[src/rtl/parity_frame_rx.sv]
// Serial frame receiver: start(1), DATA_W data bits LSB first, parity, stop(0).
// Reports data plus parity/framing errors with a one-cycle valid pulse after the stop bit.
module parity_frame_rx #(
  parameter int DATA_W     = 8,
  parameter bit ODD_PARITY = 1'b0
) (
  input  logic              clk,
  input  logic              reset,
  input  logic              x,
  output logic [DATA_W-1:0] data_out,
  output logic              valid,
  output logic              par_err,
  output logic              frame_err
);

  localparam int CNT_W = $clog2(DATA_W);

  typedef enum logic [1:0] {
    IDLE   = 2'd0,
    DATA   = 2'd1,
    PARITY = 2'd2,
    STOP   = 2'd3
  } state_t;

  state_t             state_q, state_d;
  logic [CNT_W-1:0]   count_q, count_d;
  logic [DATA_W-1:0]  shift_q, shift_d;
  logic               par_bit_q, par_bit_d;
  logic [DATA_W-1:0]  data_out_q, data_out_d;
  logic               valid_q, valid_d;
  logic               par_err_q, par_err_d;
  logic               frame_err_q, frame_err_d;

  always_comb begin
    state_d     = state_q;
    count_d     = count_q;
    shift_d     = shift_q;
    par_bit_d   = par_bit_q;
    data_out_d  = data_out_q;
    valid_d     = 1'b0;
    par_err_d   = par_err_q;
    frame_err_d = frame_err_q;

    case (state_q)
      IDLE: begin
        if (x) begin
          state_d = DATA;
          count_d = '0;
        end
      end
      DATA: begin
        shift_d[count_q] = x;
        count_d          = count_q + 1'b1;
        if (count_q == CNT_W'(DATA_W - 1)) begin
          state_d = PARITY;
        end
      end
      PARITY: begin
        par_bit_d = x;
        state_d   = STOP;
      end
      STOP: begin
        // Always return to IDLE: a high stop bit is an error, never a new start.
        state_d     = IDLE;
        data_out_d  = shift_q;
        par_err_d   = (^shift_q) ^ par_bit_q ^ ODD_PARITY;
        frame_err_d = x;
        valid_d     = 1'b1;
      end
      default: state_d = IDLE;
    endcase
  end

  always_ff @(posedge clk) begin
    if (reset) begin
      state_q     <= IDLE;
      count_q     <= '0;
      shift_q     <= '0;
      par_bit_q   <= 1'b0;
      data_out_q  <= '0;
      valid_q     <= 1'b0;
      par_err_q   <= 1'b0;
      frame_err_q <= 1'b0;
    end else begin
      state_q     <= state_d;
      count_q     <= count_d;
      shift_q     <= shift_d;
      par_bit_q   <= par_bit_d;
      data_out_q  <= data_out_d;
      valid_q     <= valid_d;
      par_err_q   <= par_err_d;
      frame_err_q <= frame_err_d;
    end
  end

  assign data_out  = data_out_q;
  assign valid     = valid_q;
  assign par_err   = par_err_q;
  assign frame_err = frame_err_q;

endmodule

[config.mk]
export PLATFORM = sky130hd
export DESIGN_NAME = parity_frame_rx
export DESIGN_NICKNAME = d
export VERILOG_FILES = /design/src/rtl/parity_frame_rx.sv
export SDC_FILE = /design/constraint.sdc
export NUM_CORES = 1
export LEC_CHECK = 0
export CAP_MARGIN = 20
export CORE_MARGIN = 4
export CORE_UTILIZATION = 49
export DETAILED_ROUTE_END_ITERATION = 12
export MAX_ROUTING_LAYER = met4
export PLACE_DENSITY = 0.75
export SLEW_MARGIN = 25
export SYNTH_ARGS = -nofsm -noshare
export SYNTH_HDL_FRONTEND = slang
export SYNTH_SLANG_ARGS = --single-unit
[constraint.sdc]
create_clock -name clk -period 3.4 [get_ports clk]
set_clock_uncertainty 0.2 [all_clocks]
set_input_delay 0.34 -clock clk [delete_from_list [all_inputs] [get_ports clk]]
set_output_delay 0.34 -clock clk [all_outputs]
set_load 0.01 [all_outputs]
# Word-level counts from Yosys, hierarchy flattened
# Cells that the tools add are included.
[totals] ff_bits=25 in_bits=3 wordCells=33
[op_classes] add_sub_neg=1 order_cmp=2 eq_ne=6 n_mux=9 bitwise_logic=1 reduce_logical=6
[ops] operator="8-bit bitwise mux" count=1
[ops] operator="2-bit one-hot mux with 4 select lines" count=1
[ops] operator="8-bit parity" count=1
[ops] operator="3-bit one-hot mux with 2 select lines" count=1
[ops] operator="2-bit == test, second input constant" count=2
[ops] operator="3-bit by 4-bit less-than comparator with 1-bit output, second input constant" count=1
[ops] operator="2-bit 2-to-1 mux" count=2
[ops] operator="2-bit inequality test, second input constant" count=2
[ops] operator="2-bit AND reduction" count=2
[ops] operator="3-bit by 1-bit adder with 3-bit output, second input constant" count=1
[ops] operator="1-bit demux with 3-bit select" count=1
[ops] operator="3-bit == test, second input constant" count=1
[ops] operator="3-bit by 1-bit greater-or-equal comparator with 1-bit output, second input constant" count=1
[ops] operator="3-bit 2-to-1 mux" count=1
[ops] operator="2-bit by 1-bit == test with 1-bit output, second input constant" count=1
[ops] operator="2-bit zero test" count=1
[ops] operator="1-bit 2-to-1 mux" count=2
[ops] operator="2-bit nonzero test" count=1
[ops] operator="1-bit logical AND" count=1
[ops] operator="1-bit XOR" count=1

# Depth between registers and ports, before layout
[depth] word_depth=5 mapped_depth=7 depth_no_buf=6

# Least setup slack after synthesis
# OpenSTA, ideal clock, no wires.
[synth_path] kind="register -> register" startpoint="register state_q[0]" endpoint="register state_q[1]" setup_ns=0.128 t_arrival_ns=1.260 slack_ns=1.812 path_stages_with_launch=7 n_path_buf=0 period_less_slack_ns=1.588 cell_sequence="dfxtp_1 -> inv_1 -> ha_1 -> nand2b_1 -> a21boi_1 -> mux2i_1 -> nor2_1"
[synth_between] elab_chain_len=3 word_cells_on_any_way=8 cone_classes="eq/ne: 5; mux: 1; reduce/logical: 2"
[synth_lines] element="start, declared" line_no="25" text="state_t state_q, state_d;"
[synth_lines] element="start signal, assigned" line_no="85" text="state_q <= state_d;"
[synth_lines] element="2-bit by 1-bit == test with 1-bit output or 2-bit zero test (tied branches)" line_no="44" text="case (state_q)"
[synth_lines] element="2-bit inequality test (no source line)"
[synth_lines] element="2-bit AND reduction (no source line)"
# Parallel ways exist; a longest one is shown, timed or not.
# A chain may end at the register's enable or synchronous reset.

# Final worst setup path
[layout_path] startpoint="input port x" endpoint="register state_q[1]"
[layout_between] elab_chain_len=2
[layout_lines] element="start, declared" line_no="9" text="input logic x,"
[layout_lines] element="2-bit inequality test (no source line)"
[layout_lines] element="2-bit AND reduction (no source line)"
# No other way between the ends.

==> impl_metrics.json <==
{
  "grt_pass1_wl_um": 3430,
  "yosys-top-cells-count": "dfxtp_1 (25), nor2_1 (25), mux2i_1 (19)",
  "area_growth_pct": 13.5,
  "viasPerCell": 5.22,
  "path_depth": 5,
  "hp-class": "register to register",
  "clk_pin_slew_ps": 130,
  "cts_root_buf": "clkbuf_4",
  "dieWidth_um": 56.5,
  "cp_slowest_cell": "clkdlybuf4s50_1",
  "power_mw": 0.697,
  "routed_wl_um": 1970,
  "ys.flop_type": "dfxtp_1",
  "num_antenna_cells": 0,
  "ys_warn_count": 0,
  "cts.sinks": 25,
  "start_kind": "primary input",
  "overflow": 0,
  "path_max_fanout": 11,
  "drtAntennaViolNets": 0,
  "critPathCaptureType": "register",
  "grt_start_max_net_pins": 26,
  "drt-pass1-iter-count": 4,
  "htreeDepth": 1,
  "cts-resized-gates": 0,
  "setup_violations": 0,
  "maxSlewViolCount": 0,
  "num_rows": 17,
  "cts_hold_buf": 0,
  "placed_cells": 149,
  "arrival_ps": 1890,
  "antenna_found_initial": 0,
  "final_cells": 153,
  "post-dp-hpwl_um": 1370,
  "rsz0062_at_grt": "false",
  "yosys-top-cells-area": "dfxtp_1 (43%), mux2i_1 (17%), nor2_1 (8.1%)",
  "max_stage_delay_ps": 710,
  "p_per_area_mw_per_mm2": 533,
  "min_period_over_period_pct": 56.0,
  "portBuffers": 13,
  "async_flop_share_pct": 0,
  "setup_tns_ps": 0,
  "worstMarginPinSlew_ps": 890,
  "fmax_mhz": 525,
  "final_nets": 136,
  "drc": 0,
  "fin_hold_ws_ps": 308,
  "post_cts_buffers": 0,
  "finish.utilization_pct": 58.5,
  "die_h_um": 56.5,
  "start_util_pct": 51.6,
  "wl_per_cell_um": 12.8,
  "synth_cell_types": 30,
  "ys_seq_area_share_pct": 43.4,
  "met1Wirelength_um": 978,
  "core_area_mm2": 0.00223,
  "slew_headroom_pct": 40.5,
  "avgSynthCellArea_um2": 9.93,
  "drive_gt1_share_pct": 6.40,
  "ys_seq_elements": 25,
  "track_usage_pct": 13.5,
  "drv_cap": 0,
  "clock_latency_ps": 310,
  "num_vias": 799,
  "drt_iter0_drc": 12,
  "leakage_nw": 0.507,
  "cpLargestDelayFamily": "buffers and inverters",
  "cp_data_required_time_ps": 3390,
  "outcome": "completed",
  "yosys.area.top_type": "dfxtp_1",
  "cp_num_buf_inv": 1,
  "synth_edf_count": 0,
  "highest_layer": "met4",
  "clockBufferDepth": 2,
  "reg2regPathDepth": 6,
  "crit_chain": "clkdlybuf4s50_1 -> nand2b_1 -> a21boi_1 -> mux2i_1 -> nor2_1",
  "grt_pass1_vias": 780,
  "hold_viol_final": 0,
  "path_class": "primary input to register",
  "ir_drop_mv": 0.349,
  "whs_path_depth": 2,
  "synthCells": 116,
  "place.gp.congestion": 0.769,
  "io_pins": 14,
  "min_period_ps": 1910,
  "synth_top_area_share_pct": 43.4,
  "die-area_mm2": 0.00319,
  "fill_cells": 201,
  "synth_nets": 126,
  "numCtsBuffers": 3,
  "route.met2.wl_um": 927,
  "routed-wl-met3_um": 36,
  "synth_area_mm2": 0.00115,
  "cts_tree": "yes"
}
layout make-up:
class / count / area, µm² / share of cell area, %
inverter: 3 / 11.3 / 0.861
clock buffer: 4 / 26.3 / 2.01
timing repair buffer: 13 / 130 / 9.95
multi-input combinational: 80 / 604 / 46.2
tap: 28 / 35.0 / 2.68
sequential: 25 / 500 / 38.3
cell usage in the layout, fill, tap and decap left out, types with 2 or more instances in the layout:
cell type	n
xor2_1	2
clkbuf_4	3
mux2i_1	19
nand3b_1	2
clkdlybuf4s50_1	13
nand4b_1	2
nand2b_1	2
dfxtp_1	25
nor3b_2	2
nor2_1	25
ha_1	7
nand2_1	3
xnor2_1	3
inv_1	2
a32oi_1	2
flip-flops by register name, summed over array words and instances (netlist names):
name / flops
shift_q: 8
data_out: 8
state_q: 2
valid: 1
par_bit_q: 1
frame_err: 1
count_q: 3
par_err: 1
routing by layer:
metal / GRT usage [%] / vias up
li1: - / 407
met1: 18.7 / 380
met2: 20.3 / 8
met3: 2.07 / 4
met4: 4.07 / 0
met5: - / -
worst paths after layout:
| check | start | endpoint | slack, ps |
|---|---|---|---|
| setup / recovery | x | state_q[1] | 1490 |
| hold / removal | data_out[1] | data_out[1] | 310 |
| setup reg to reg | state_q[1] | shift_q[0] | 1530 |
| hold reg to reg | data_out[1] | data_out[1] | 310 |
cell families (layout without fill, tap and decap cells):
family / count (synthesis) / count (layout) / synth area share (%)
buf+inv: 11 / 20 / 4.12
flops: 25 / 25 / 43.4
xor+xnor: 6 / 6 / 5.76
mux: 19 / 19 / 16.5
simple gates: 41 / 41 / 18.1
compound gates: 7 / 7 / 4.45
fa+ha+maj: 7 / 7 / 7.60
where the power goes:
group	leakage (nW)	switching (mW)	internal, mW	total, mW
logic	0.290	0.121	0.0980	0.219
registers	0.202	0.0313	0.320	0.351
clock network	0.0150	0.0819	0.0458	0.128
worst reg2reg max path: stages, from the launching register on:
cell,delay (ps)
dfxtp_1,360
inv_1,100
ha_1,370
nand2b_1,200
nor3_1,220
mux2i_1,210
nor2_1,60
stage by stage:
stage          instance area, µm²  setup WS, ps
2_1_floorplan                1150          1810
3_3_place_gp                 1280          1270
3_5_place_dp                 1280          1170
4_1_cts                      1310          1500
5_1_grt                      1310          1330
6_report                     1310          1490
No activity file was read; power rests on OpenSTA's default activity.
